===== src/rtl/datapath_pkg.sv =====
// Shared definitions for param_datapath: op codes, FSM states
// and the saturating-add helper.
package datapath_pkg;

    localparam logic [1:0] OP_ADD = 2'b00;
    localparam logic [1:0] OP_SUB = 2'b01;
    localparam logic [1:0] OP_MUL = 2'b10;
    localparam logic [1:0] OP_MAC = 2'b11;

    typedef enum logic [1:0] {
        S_IDLE = 2'd0,
        S_EXEC = 2'd1,
        S_DONE = 2'd2
    } state_t;

    // Widest datapath the helper supports.
    localparam int DP_MAX_W = 64;

    // w-bit unsigned add that clamps to all-ones on carry out.
    // Operands must already fit in w bits.
    function automatic logic [DP_MAX_W-1:0] sat_add(
        input logic [DP_MAX_W-1:0] x,
        input logic [DP_MAX_W-1:0] y,
        input int unsigned         w
    );
        logic [DP_MAX_W:0]   s;
        logic [DP_MAX_W-1:0] ones;
        ones = {DP_MAX_W{1'b1}} >> (DP_MAX_W - w);
        s    = {1'b0, x} + {1'b0, y};
        // s < 2^(w+1), so anything above bit w-1 is the carry
        if ((s >> w) != '0)
            sat_add = ones;
        else
            sat_add = s[DP_MAX_W-1:0];
    endfunction

endpackage


===== src/rtl/param_datapath_seq_mult.sv =====
// seq_mult: unsigned shift-add multiplier, one step per clock, LSB first.
// Ports: clk, rst (sync, high), load (latch operands, clear product),
//        mcand/mplier [HALF-1:0], busy, last (final step), product.
module seq_mult #(
    parameter int HALF = 4
) (
    input  logic              clk,
    input  logic              rst,
    input  logic              load,
    input  logic [HALF-1:0]   mcand,
    input  logic [HALF-1:0]   mplier,
    output logic              busy,
    output logic              last,
    output logic [2*HALF-1:0] product
);

    localparam int CW = $clog2(HALF + 1);

    logic [2*HALF-1:0] mcand_q;
    logic [2*HALF-1:0] prod_q;
    logic [HALF-1:0]   mplier_q;
    logic [CW-1:0]     cnt;

    assign busy = (cnt != '0);
    assign last = (cnt == CW'(1));

    // product already includes the step taken in the current cycle,
    // so on the last step it is the final value the top registers.
    assign product = (busy && mplier_q[0]) ? prod_q + mcand_q : prod_q;

    always_ff @(posedge clk) begin
        if (rst) begin
            mcand_q  <= '0;
            mplier_q <= '0;
            prod_q   <= '0;
            cnt      <= '0;
        end else if (load) begin
            mcand_q  <= {{HALF{1'b0}}, mcand};
            mplier_q <= mplier;
            prod_q   <= '0;
            cnt      <= CW'(HALF);
        end else if (busy) begin
            prod_q   <= product;
            mcand_q  <= mcand_q << 1;
            mplier_q <= mplier_q >> 1;
            cnt      <= cnt - CW'(1);
        end
    end

endmodule


===== src/rtl/param_datapath.sv =====
// param_datapath: multi-cycle add/sub/mul/mac with start/ready/done handshake.
// Ports: clk, rst (sync, high), start, sel[1:0], a/b [WIDTH-1:0],
//        c/d [HALF-1:0] -> ready, done (1-cycle pulse), result, ovf.
// Option: define DATAPATH_SATURATE_EN to clamp add/mac/sub instead of wrapping.
module param_datapath
    import datapath_pkg::*;
#(
    parameter int WIDTH = 8
) (
    input  logic                 clk,
    input  logic                 rst,
    input  logic                 start,
    input  logic [1:0]           sel,
    input  logic [WIDTH-1:0]     a,
    input  logic [WIDTH-1:0]     b,
    input  logic [WIDTH/2-1:0]   c,
    input  logic [WIDTH/2-1:0]   d,
    output logic                 ready,
    output logic                 done,
    output logic [WIDTH-1:0]     result,
    output logic                 ovf
);

    localparam int HALF = WIDTH / 2;

    state_t           state;
    logic [1:0]       op_q;
    logic [WIDTH-1:0] a_q;
    logic [WIDTH-1:0] b_q;
    logic [WIDTH-1:0] acc_q;

    logic             load;
    logic             mult_busy;
    logic             mult_last;
    logic [WIDTH-1:0] product;
    logic             exec_fin;

    logic [WIDTH:0]   add_ext;
    logic [WIDTH:0]   sub_ext;
    logic [WIDTH:0]   mac_ext;
    logic [WIDTH-1:0] add_val;
    logic [WIDTH-1:0] sub_val;
    logic [WIDTH-1:0] mac_val;
    logic [WIDTH-1:0] res_val;
    logic             ovf_val;

    assign ready = (state == S_IDLE);
    assign load  = ready && start;

    seq_mult #(
        .HALF (HALF)
    ) u_mult (
        .clk     (clk),
        .rst     (rst),
        .load    (load),
        .mcand   (c),
        .mplier  (d),
        .busy    (mult_busy),
        .last    (mult_last),
        .product (product)
    );

    // add/sub finish after one EXEC cycle, mul/mac on the multiplier's last step
    assign exec_fin = op_q[1] ? (mult_busy && mult_last) : 1'b1;

    assign add_ext = {1'b0, a_q} + {1'b0, b_q};
    assign sub_ext = {1'b0, a_q} - {1'b0, b_q};
    assign mac_ext = {1'b0, acc_q} + {1'b0, product};

`ifdef DATAPATH_SATURATE_EN
    logic [DP_MAX_W-1:0] add_sat;
    logic [DP_MAX_W-1:0] mac_sat;

    assign add_sat = sat_add(DP_MAX_W'(a_q), DP_MAX_W'(b_q), WIDTH);
    assign mac_sat = sat_add(DP_MAX_W'(acc_q), DP_MAX_W'(product), WIDTH);
    assign add_val = add_sat[WIDTH-1:0];
    assign mac_val = mac_sat[WIDTH-1:0];
    assign sub_val = sub_ext[WIDTH] ? '0 : sub_ext[WIDTH-1:0];
`else
    assign add_val = add_ext[WIDTH-1:0];
    assign mac_val = mac_ext[WIDTH-1:0];
    assign sub_val = sub_ext[WIDTH-1:0];
`endif

    always_comb begin
        res_val = '0;
        ovf_val = 1'b0;
        unique case (op_q)
            OP_ADD: begin
                res_val = add_val;
                ovf_val = add_ext[WIDTH];
            end
            OP_SUB: begin
                res_val = sub_val;
                ovf_val = sub_ext[WIDTH];
            end
            OP_MUL: begin
                res_val = product;
                ovf_val = 1'b0;
            end
            OP_MAC: begin
                res_val = mac_val;
                ovf_val = mac_ext[WIDTH];
            end
            default: begin
                res_val = '0;
                ovf_val = 1'b0;
            end
        endcase
    end

    always_ff @(posedge clk) begin
        if (rst) begin
            state  <= S_IDLE;
            op_q   <= OP_ADD;
            a_q    <= '0;
            b_q    <= '0;
            acc_q  <= '0;
            done   <= 1'b0;
            result <= '0;
            ovf    <= 1'b0;
        end else begin
            unique case (state)
                S_IDLE: begin
                    done <= 1'b0;
                    if (start) begin
                        op_q  <= sel;
                        a_q   <= a;
                        b_q   <= b;
                        state <= S_EXEC;
                    end
                end
                S_EXEC: begin
                    if (exec_fin) begin
                        result <= res_val;
                        ovf    <= ovf_val;
                        done   <= 1'b1;
                        if (op_q == OP_MAC)
                            acc_q <= mac_val;
                        state <= S_DONE;
                    end
                end
                S_DONE: begin
                    done  <= 1'b0;
                    state <= S_IDLE;
                end
                default: begin
                    done  <= 1'b0;
                    state <= S_IDLE;
                end
            endcase
        end
    end

endmodule


===== config.mk =====
export PLATFORM = sky130hd
export DESIGN_NAME = param_datapath
export DESIGN_NICKNAME = d
export VERILOG_FILES = /design/src/rtl/datapath_pkg.sv /design/src/rtl/param_datapath_seq_mult.sv /design/src/rtl/param_datapath.sv
export SDC_FILE = /design/constraint.sdc
export NUM_CORES = 1
export LEC_CHECK = 0
export CORE_MARGIN = 2
export CORE_UTILIZATION = 50
export CTS_CLUSTER_SIZE = 12
export DETAILED_ROUTE_END_ITERATION = 12
export HOLD_SLACK_MARGIN = 0.12
export PLACE_DENSITY = 0.68
export SLEW_MARGIN = 20
export SYNTH_ARGS = -nofsm -noshare
export SYNTH_HDL_FRONTEND = slang
export SYNTH_HIERARCHICAL = 1
export SYNTH_SLANG_ARGS = --single-unit
export TNS_END_PERCENT = 20

===== constraint.sdc =====
create_clock -name clk -period 7.44 [get_ports clk]
set_clock_uncertainty 0.05 [all_clocks]
set_input_delay 1.488 -clock clk [delete_from_list [all_inputs] [get_ports clk]]
set_output_delay 1.488 -clock clk [all_outputs]
set_load 0.01 [all_outputs]

==> flow_summary.yaml, run 1 <==
status:
  status: "complete, no violations"
placed_design:
  place.gp.congestion: 0.8161
  dp_hpwl_mm: 6.498
  port_buffers: 39
clock_network:
  cts_tree: "built"
  clkTransAtPathRegs_ns: 0.06
  cts_hold_buf: 0
  post_cts_resized: 0
  cts_max_level: 3
  clkSinkCount: 61
  clockBufferDepth: 2
  cts_buffers: 9
  cts_root_buf: "clkbuf_8"
  clock_latency_ns: 0.33
  post_cts_buffers: 0
synthesis:
  async_reset_ff_share_pct: 0
  synth_edf_count: 0
  synth.net_count: 551
  synth.avg_cell_area_um2: 8.195
  synthTopCellsByArea: "dfxtp_1 (31%), ha_1 (11%), a21oi_1 (6.7%), nand2_1 (6.5%), nor2_1 (4.7%)"
  synth_top_area_share_pct: 30.79
  yosysTopAreaCell: "dfxtp_1"
  yosys.area_share.adder_pct: 12.74
  synth-compound-area-share_pct: 20.06
  synth_cell_types: 71
  synth_seq_area_share_pct: 30.79
  netlist_instances: 484
  yosys.area_share.xor_xnor_pct: 2.650
  synth-main-ff-cell: "dfxtp_1"
  ys_ff_latch: 61
  yosys_warnings: 6
  synth_top_family_by_area: "simple AND/OR/NAND/NOR gates"
  yosys-mux-area-fraction_pct: 5.205
  syn-cell-area_mm2: 0.003966
  yosys.area_share.simple_pct: 21.55
global_routing:
  grt_util_met1_pct: 28.72
  grt_max_degree: 37
  grt_pass1_vias: 3254
  grt_overflow: 0
  grt_use_met2_pct: 36.47
  track_usage_pct: 21.93
  grtUsageMet3_pct: 4.351
  antenna_found_initial: 0
  grt_pass1_wl_mm: 15.08
  gr-max-usage-layer: "met2"
pwr:
  p_per_area_mw_per_mm2: 190.5
  leakage_uw: 0.001763
  power.total_uw: 860.9
  ir_drop_v: 0.0001285
timing:
  slew_viol_final: 0
  relSlewSlack_pct: 40.67
  max_freq_ghz: 0.2802
  worstMarginPinSlew_ns: 0.8867
  tns_ns: 0
  post-route-min-period_ns: 3.568
  hold_violations: 0
  setup_violations: 0
  finalCritPeriodShare_pct: 47.96
  grt_setup_unrepaired: "false"
final_layout:
  syn_to_final_growth_pct: 13.94
  drive_gt1_share_pct: 6.796
  final_nets: 580
  mostFrequentLayoutCells: "nand2_1 (69), dfxtp_1 (61), a21oi_1 (53)"
  antennaDiodeCount: 0
  layout_commonest_cell: "nand2_1"
route:
  antenna_left: 0
  vias: 3424
  drt_iter0_drc: 176
  routed_wirelength_mm: 8.709
  firstDrtPassIters: 5
  drcViolationCount: 0
  routed_via_density: 5.549
  avgRoutedWirePerCell_um: 14.12
die:
  rows: 32
  io_pins: 40
  die_w_um: 93.07
  core_mm2: 0.007687
  dieHeight_um: 93.07
  initial_core_util_pct: 51.60
  dieArea_mm2: 0.008661
worst_setup_path:
  path_max_fanout: 19
  cp.arrival_ns: 3.75
  crit_family: "simple AND/OR/NAND/NOR gates"
  crit_path_cell_trace: "inv_1 -> ha_1 -> nand2b_4 -> nand2_1 -> mux2_2 -> ha_1 -> inv_1 -> fa_1 -> nor2b_4 -> o31a_1 -> or4_4 -> o211ai_2 -> o211ai_2 -> a31o_1"
  critPathLaunchType: "flip-flop"
  setup.worst_path.end_class: "flip-flop"
  critPathKind: "reg -> reg"
  cp_num_buf_inv: 2
  slowest_stage: "or4_4"
  cpPeakStageDelay_ns: 0.42
  required_ns: 7.62
min_path:
  hp-class: "reg -> reg"
flow_run:
  max_cap_viol_count: 0
## cell families (layout without fill, tap and decap cells)
logic type / count (synthesis) / in the layout
simple gates: 179 / 179
compound gates: 123 / 123
flops: 61 / 61
buf+inv: 53 / 84
fa+ha+maj: 38 / 38
mux: 18 / 18
xor+xnor: 12 / 12
## stage by stage
step | util [%] | instances | hold slack (ns) | setup slack, ns | cell area (µm²)
floorplan | - | 484 | 0.3897 | 4.338 | 3966
global placement | 56.43 | 604 | 0.3798 | 3.679 | 4338
detailed placement | 56.43 | 604 | 0.4070 | 3.639 | 4338
CTS | 58.85 | 617 | 0.4169 | 3.865 | 4524
global route | 58.79 | 617 | 0.4341 | 3.611 | 4519
finish | 58.79 | 617 | 0.4124 | 3.872 | 4519
## registers in the layout, summed over array words and instances, names as in the netlist, 2 cells and up
signal	cells
b_q	8
acc_q	8
u_mult/cnt	3
u_mult/mcand_q	8
u_mult/prod_q	8
state	2
u_mult/mplier_q	4
a_q	8
op_q	2
result	8
## synth_stat cells (4+ instances only)
library cell   n
nand3_1        7
clkbuf_1      11
nand2_1       69
nor2_1        50
o21ai_1        4
inv_1         27
dfxtp_1       61
o21ai_0       14
o21a_1         4
nor3_1         7
o31ai_1        4
a211oi_1       6
nand2b_1       6
buf_2          6
fa_1           4
nor2b_1       12
xor2_1         5
a21oi_1       53
ha_1          34
xnor2_1        7
clkbuf_8       4
mux2i_1       15
nor3b_1        4
## worst min-delay path: stages, from the launching register on
cell     delay (ns)
dfxtp_1        0.32
inv_1          0.05
a21oi_1        0.05
## area by class of cell
type                    instances  area (µm²)
fillers                       715        3168
multi-input cells             370        2467
flip-flops and latches         61        1221
repair buffers                 42       407.9
clock buffers                  11       151.4
well taps                     102       127.6
inverters                      29       108.9
clock inverters                 2       35.03
## power breakdown
part | internal (µW) | switching (µW) | leakage, µW
clock network | 167 | 121 | 0.0000971
logic | 93.3 | 116 | 0.00117
registers | 346 | 17.5 | 0.000497
## path summary, 6_finish.rpt
check,start,endpoint,slack (ns),cells after the start
hold / removal,done,done,0.41,2
hold reg to reg,done,done,0.41,2
setup reg to reg,u_mult/cnt[0],result[6],3.87,14
setup / recovery,u_mult/cnt[0],result[6],3.87,14
## per-layer routing
metal | up-vias | wire (µm) | share of wire, %
met4 | 0 | 91 | 1.0
met2 | 72 | 4065 | 47
met3 | 6 | 390 | 4.5
met1 | 1605 | 4162 | 48
li1 | 1741 | - | -
met5 | - | 0 | 0
(Power assumes the default switching activity.)
==> inputs of run 2 (changes only) <==
Clock period 7.44 ns to 3.5 ns, I/O delays scaled along.
==> run 2 against run 1 <==
Critical path depth stayed put. Core utilization up 0.91 points. Clock power up 120%. Critical endpoint unchanged. Largest cell class unchanged. Largest power group unchanged.
==> flow_summary.yaml, run 2 (synthesized netlist as in run 1, its figures left out) <==
timing:
  max_freq_ghz: 0.3068
  post-route-min-period_ns: 3.259
  grt_setup_unrepaired: "false"
  slew_viol_final: 0
  hold_violations: 0
  whs_ns: 0.3944
  worst_slack_ns: 0.2408
  finalCritPeriodShare_pct: 93.12
  tns_ns: 0
  setup_violations: 0
  relSlewSlack_pct: 65.92
  worstMarginPinSlew_ns: 0.5112
min_path:
  hp-class: "reg -> reg"
  hold_depth: 2
  holdPathEnd: "done"
  hold_start: "done"
pwr:
  ir_drop_v: 0.0001956
  p_sw_uw: 581.1
  pwr-share-seq_pct: 41.1
  intPower_uw: 1291
  p_per_area_mw_per_mm2: 407.9
  combPwrFrac_pct: 24.8
  p_clk_share_pct: 34.1
  leakage_uw: 0.001791
  switching_share_pct: 31.04
die:
  core_mm2: 0.007687
  dieHeight_um: 93.07
  initial_core_util_pct: 51.60
  die_w_um: 93.07
  dieArea_mm2: 0.008661
  io_pins: 40
  rows: 32
clock_network:
  clkTransAtPathRegs_ns: 0.07
  clock_latency_ns: 0.35
  post_cts_resized: 0
  cts_hold_buf: 0
  cts_max_level: 3
  clockBufferDepth: 2
  cts_root_buf: "clkbuf_8"
  clkSinkCount: 61
  cts_tree: "built"
  cts_buffers: 9
placed_design:
  port_buffers: 39
  place.gp.congestion: 0.9432
  place_worst_setup_slack_ns: 0.2060
  dp_cells: 611
  dp_hpwl_mm: 6.613
final_layout:
  mostFrequentLayoutCells: "nand2_1 (69), dfxtp_1 (61), a21oi_1 (53)"
  drive_gt1_share_pct: 8.206
  finalNonFillerCells: 626
  layout_commonest_cell: "nand2_1"
  fin_util_pct: 59.70
  syn_to_final_growth_pct: 15.71
  antennaDiodeCount: 0
  final_nets: 587
global_routing:
  grt_max_degree: 50
  track_usage_pct: 22.41
  grt_pass1_wl_mm: 15.49
  grt_overflow: 0
  antenna_found_initial: 0
  grt_pass1_vias: 3360
route:
  routed_wirelength_mm: 8.919
  antenna_left: 0
  routed_via_density: 5.502
  firstDrtPassIters: 4
  drt_iter0_drc: 157
  vias: 3444
  avgRoutedWirePerCell_um: 14.25
  drcViolationCount: 0
worst_setup_path:
  cp.arrival_ns: 3.45
  rrSetupSlack_ns: 0.24
  path_max_fanout: 5
  critPathLaunchType: "flip-flop"
  rr_startpoint: "u_mult/mcand_q[0]"
  critPathKind: "reg -> reg"
  cpPeakStageDelay_ns: 0.43
  ff2ff_path_depth: 14
  r2r-end: "result[6]"
  crit_path_cell_trace: "ha_1 -> inv_1 -> fa_1 -> nor2b_1 -> o21ai_0 -> nor3b_1 -> o31ai_1 -> ha_1 -> o21a_1 -> o31a_1 -> or4_4 -> o211ai_2 -> o211ai_2 -> a31o_1"
  required_ns: 3.69
  slowest_stage: "or4_4"
  setup.worst_path.end_class: "flip-flop"
status:
  status: "complete, no violations"
flow_run:
  max_cap_viol_count: 0
## run 2: cell count changes in the layout (fill, tap and decap cells not counted)
cell             change
clkinvlp_4           +3
clkinv_2             -1
clkbuf_8             -1
buf_2                -1
clkdlybuf4s50_1      +1
buf_4                +7
clkinv_4             +1
## run 2: metrics by stage
stage                     total power, µW  cell area [µm²]
after floorplan                      1141             3966
after global placement               1237             4390
after detailed placement             1246             4390
after CTS                            1888             4589
after global routing                 1984             4589
final                                1872             4589
## run 2: cell type report
cell class / instances / area (µm²)
clock buffer: 10 / 137.6
clock inverter: 5 / 61.31
fill: 710 / 3098
inverter: 29 / 108.9
multi-input combinational: 370 / 2467
sequential: 61 / 1221
tap: 102 / 127.6
timing repair buffer: 49 / 465.4
## run 2: timing repair
item / CTS / global route
setup buffers: 0 / 0
setup endpoints to repair: 0 / 1
hold endpoints to repair: 0 / 0
## run 2: critical path, delay by kind of cell (launching register included)
kind | cells | cell delay, ns
AO/OA/AOI/OAI | 7 | 1.05
buffers and inverters | 1 | 0.05
adder cells (fa/ha/maj) | 3 | 0.93
AND/OR/NAND/NOR | 3 | 0.72
flip-flops | 1 | 0.35
## run 2: how the worst max path moves through the flow
| stage | to | startpoint |
|---|---|---|
| 4_1_cts | result[6] | u_mult/mcand_q[0] |
| 3_5_place_dp | result[6] | u_mult/mcand_q[0] |
| 5_1_grt | result[6] | u_mult/mcand_q[0] |
| 6_report | result[6] | u_mult/mcand_q[0] |
| 2_1_floorplan | result[6] | u_mult/mcand_q[0] |
| 3_3_place_gp | result[6] | u_mult/mcand_q[0] |
## run 2: power by group through the flow
stage               Clock, µW  Combinational, µW  Sequential, µW
finish                    638                465             769
global route              687                522             775
CTS                       654                465             769
detailed placement          0                461             785
global placement            0                454             783
floorplan                   0                362             778
## run 2: per-layer routing
layer | GRT usage [%] | vias to the layer above | wire length (µm)
li1 | - | 1754 | -
met1 | 28.59 | 1619 | 4153
met2 | 37.56 | 55 | 4272
met3 | 3.465 | 16 | 326
met4 | 9.681 | 0 | 167
met5 | 0 | - | 0
==> inputs of run 3 (changes only) <==
Settings changed: ABC_AREA set to 0, CELL_PAD_IN_SITES_DETAIL_PLACEMENT set to 0, CELL_PAD_IN_SITES_GLOBAL_PLACEMENT set to 1, CORE_UTILIZATION 50 to 43, PLACE_DENSITY 0.68 to 0.77.
==> run 3 against run 2 <==
Clock-buffer cell count up 3. Maximum frequency decreased by 0.48%. Critical endpoint unchanged. Final area increased by 0.41%. Sequential power about the same. Global-route usage fell by 2.9 points. Largest power group unchanged. Setup slack lost 0.016 ns. Critical path depth unchanged.
==> flow_summary.yaml, run 3 (synthesized netlist as in run 1, its figures left out) <==
clock_network:
  cts_root_buf: "clkbuf_8"
  clkSinkCount: 61
  cts_tree: "built"
  clkTransAtPathRegs_ns: 0.06
  clock_latency_ns: 0.34
  cts_max_level: 3
  post_cts_buffers: 0
  clockBufferDepth: 2
  cts_buffers: 9
route:
  drt_iter0_drc: 115
  routed_wirelength_mm: 9.068
  drcViolationCount: 0
  antenna_left: 0
  vias: 3361
  avgRoutedWirePerCell_um: 14.28
  firstDrtPassIters: 4
  routed_via_density: 5.293
global_routing:
  antenna_found_initial: 0
  grt_overflow: 0
  grt_pass1_wl_mm: 15.56
  grt_max_degree: 33
  track_usage_pct: 19.51
  grt_pass1_vias: 3308
die:
  dieHeight_um: 100.0
  initial_core_util_pct: 43.54
  dieArea_mm2: 0.01001
  rows: 35
  io_pins: 40
  die_w_um: 100.0
  core_mm2: 0.009109
worst_setup_path:
  cp_num_buf_inv: 1
  cp.arrival_ns: 3.46
  crit_family: "compound AO/OA/AOI/OAI gates"
  r2r-end: "result[6]"
  rr_startpoint: "u_mult/mcand_q[0]"
  rrSetupSlack_ns: 0.23
  critPathKind: "reg -> reg"
  required_ns: 3.68
  setup.worst_path.end_class: "flip-flop"
  critPathLaunchType: "flip-flop"
  slowest_stage: "or4_4"
  cpPeakStageDelay_ns: 0.43
  path_max_fanout: 5
  crit_path_cell_trace: "ha_1 -> inv_1 -> fa_1 -> nor2b_1 -> o21ai_0 -> nor3b_1 -> o31ai_2 -> ha_1 -> o21a_1 -> o31a_1 -> or4_4 -> o211ai_2 -> o211ai_2 -> a31o_1"
  ff2ff_path_depth: 14
final_layout:
  syn_to_final_growth_pct: 16.18
  mostFrequentLayoutCells: "nand2_1 (69), dfxtp_1 (61), a21oi_1 (53)"
  final_nets: 588
  layout_commonest_cell: "nand2_1"
  antennaDiodeCount: 0
  drive_gt1_share_pct: 8.397
min_path:
  hold_start: "done"
  hp-class: "reg -> reg"
  holdPathEnd: "done"
  hold_depth: 2
placed_design:
  dp_hpwl_mm: 6.695
  place.gp.congestion: 0.8040
  port_buffers: 39
status:
  status: "complete, no violations"
timing:
  whs_ns: 0.3907
  worstMarginPinSlew_ns: 0.7366
  post-route-min-period_ns: 3.275
  max_freq_ghz: 0.3054
  setup_violations: 0
  grt_setup_unrepaired: "false"
  hold_violations: 0
  tns_ns: 0
  finalCritPeriodShare_pct: 93.56
  relSlewSlack_pct: 50.89
  slew_viol_final: 0
pwr:
  p_per_area_mw_per_mm2: 408.4
  combPwrFrac_pct: 24.7
  switching_share_pct: 29.51
  pwr-share-seq_pct: 40.8
  leakage_uw: 0.001810
  p_clk_share_pct: 34.4
  ir_drop_v: 0.0002297
  intPower_uw: 1327
  power.total_uw: 1882
  p_sw_uw: 555.5
flow_run:
  max_cap_viol_count: 0
==> run 3: worst register-to-register path: cells and delay by family (launching register included) <==
kind | cells | cell delay, ns
buf+inv | 1 | 0.05
flops | 1 | 0.36
fa+ha+maj | 3 | 0.90
simple gates | 3 | 0.72
compound gates | 7 | 1.08
==> run 3: area by class of cell <==
cell class	count	area, µm²
Fill cell	913	4501
Multi-Input combinational cell	370	2472
Sequential cell	61	1221
Timing Repair Buffer	50	467.9
Clock buffer	13	168.9
Tap cell	111	138.9
Inverter	29	108.9
Clock inverter	1	30.03
==> run 3: repair_timing <==
item / 4_1_cts / 5_1_grt
gates resized for setup: 0 / 1
hold buffers: 0 / 0
setup endpoints to repair: 0 / 1
==> run 3: power by group through the flow <==
| stage | clock network [µW] | logic, µW | registers, µW |
|---|---|---|---|
| 2_1_floorplan | 0 | 362 | 778 |
| 3_3_place_gp | 0 | 460 | 782 |
| 3_5_place_dp | 0 | 469 | 784 |
| 4_1_cts | 668 | 470 | 769 |
| 5_1_grt | 700 | 528 | 774 |
| 6_report | 648 | 466 | 768 |
==> run 3: how the worst max path moves through the flow <==
stage,start,slack [ns],to,depth (start not counted)
after detailed placement,u_mult/mcand_q[0],0.17,result[6],14
after global routing,u_mult/mcand_q[0],0.09,result[6],14
after floorplan,u_mult/mcand_q[0],0.42,result[6],14
final,u_mult/mcand_q[0],0.23,result[6],14
after CTS,u_mult/mcand_q[0],0.16,result[6],14
after global placement,u_mult/mcand_q[0],0.24,result[6],14
==> run 3: routing by layer <==
metal	up-vias	GRT usage, %	wire (µm)
li1	1757	-	-
met1	1537	26.38	4513
met2	57	30.77	4089
met3	10	4.178	350
met4	0	7.165	114
met5	-	0	0
==> run 3: stage by stage <==
step	worst slack, ns	util [%]	instance area [µm²]	instances
after global routing	0.09398	50.59	4608	635
after detailed placement	0.1708	48.35	4404	621
after global placement	0.2429	48.35	4404	621
after floorplan	0.4241	-	3966	484
after CTS	0.1588	50.54	4603	635
final	0.2253	50.59	4608	635
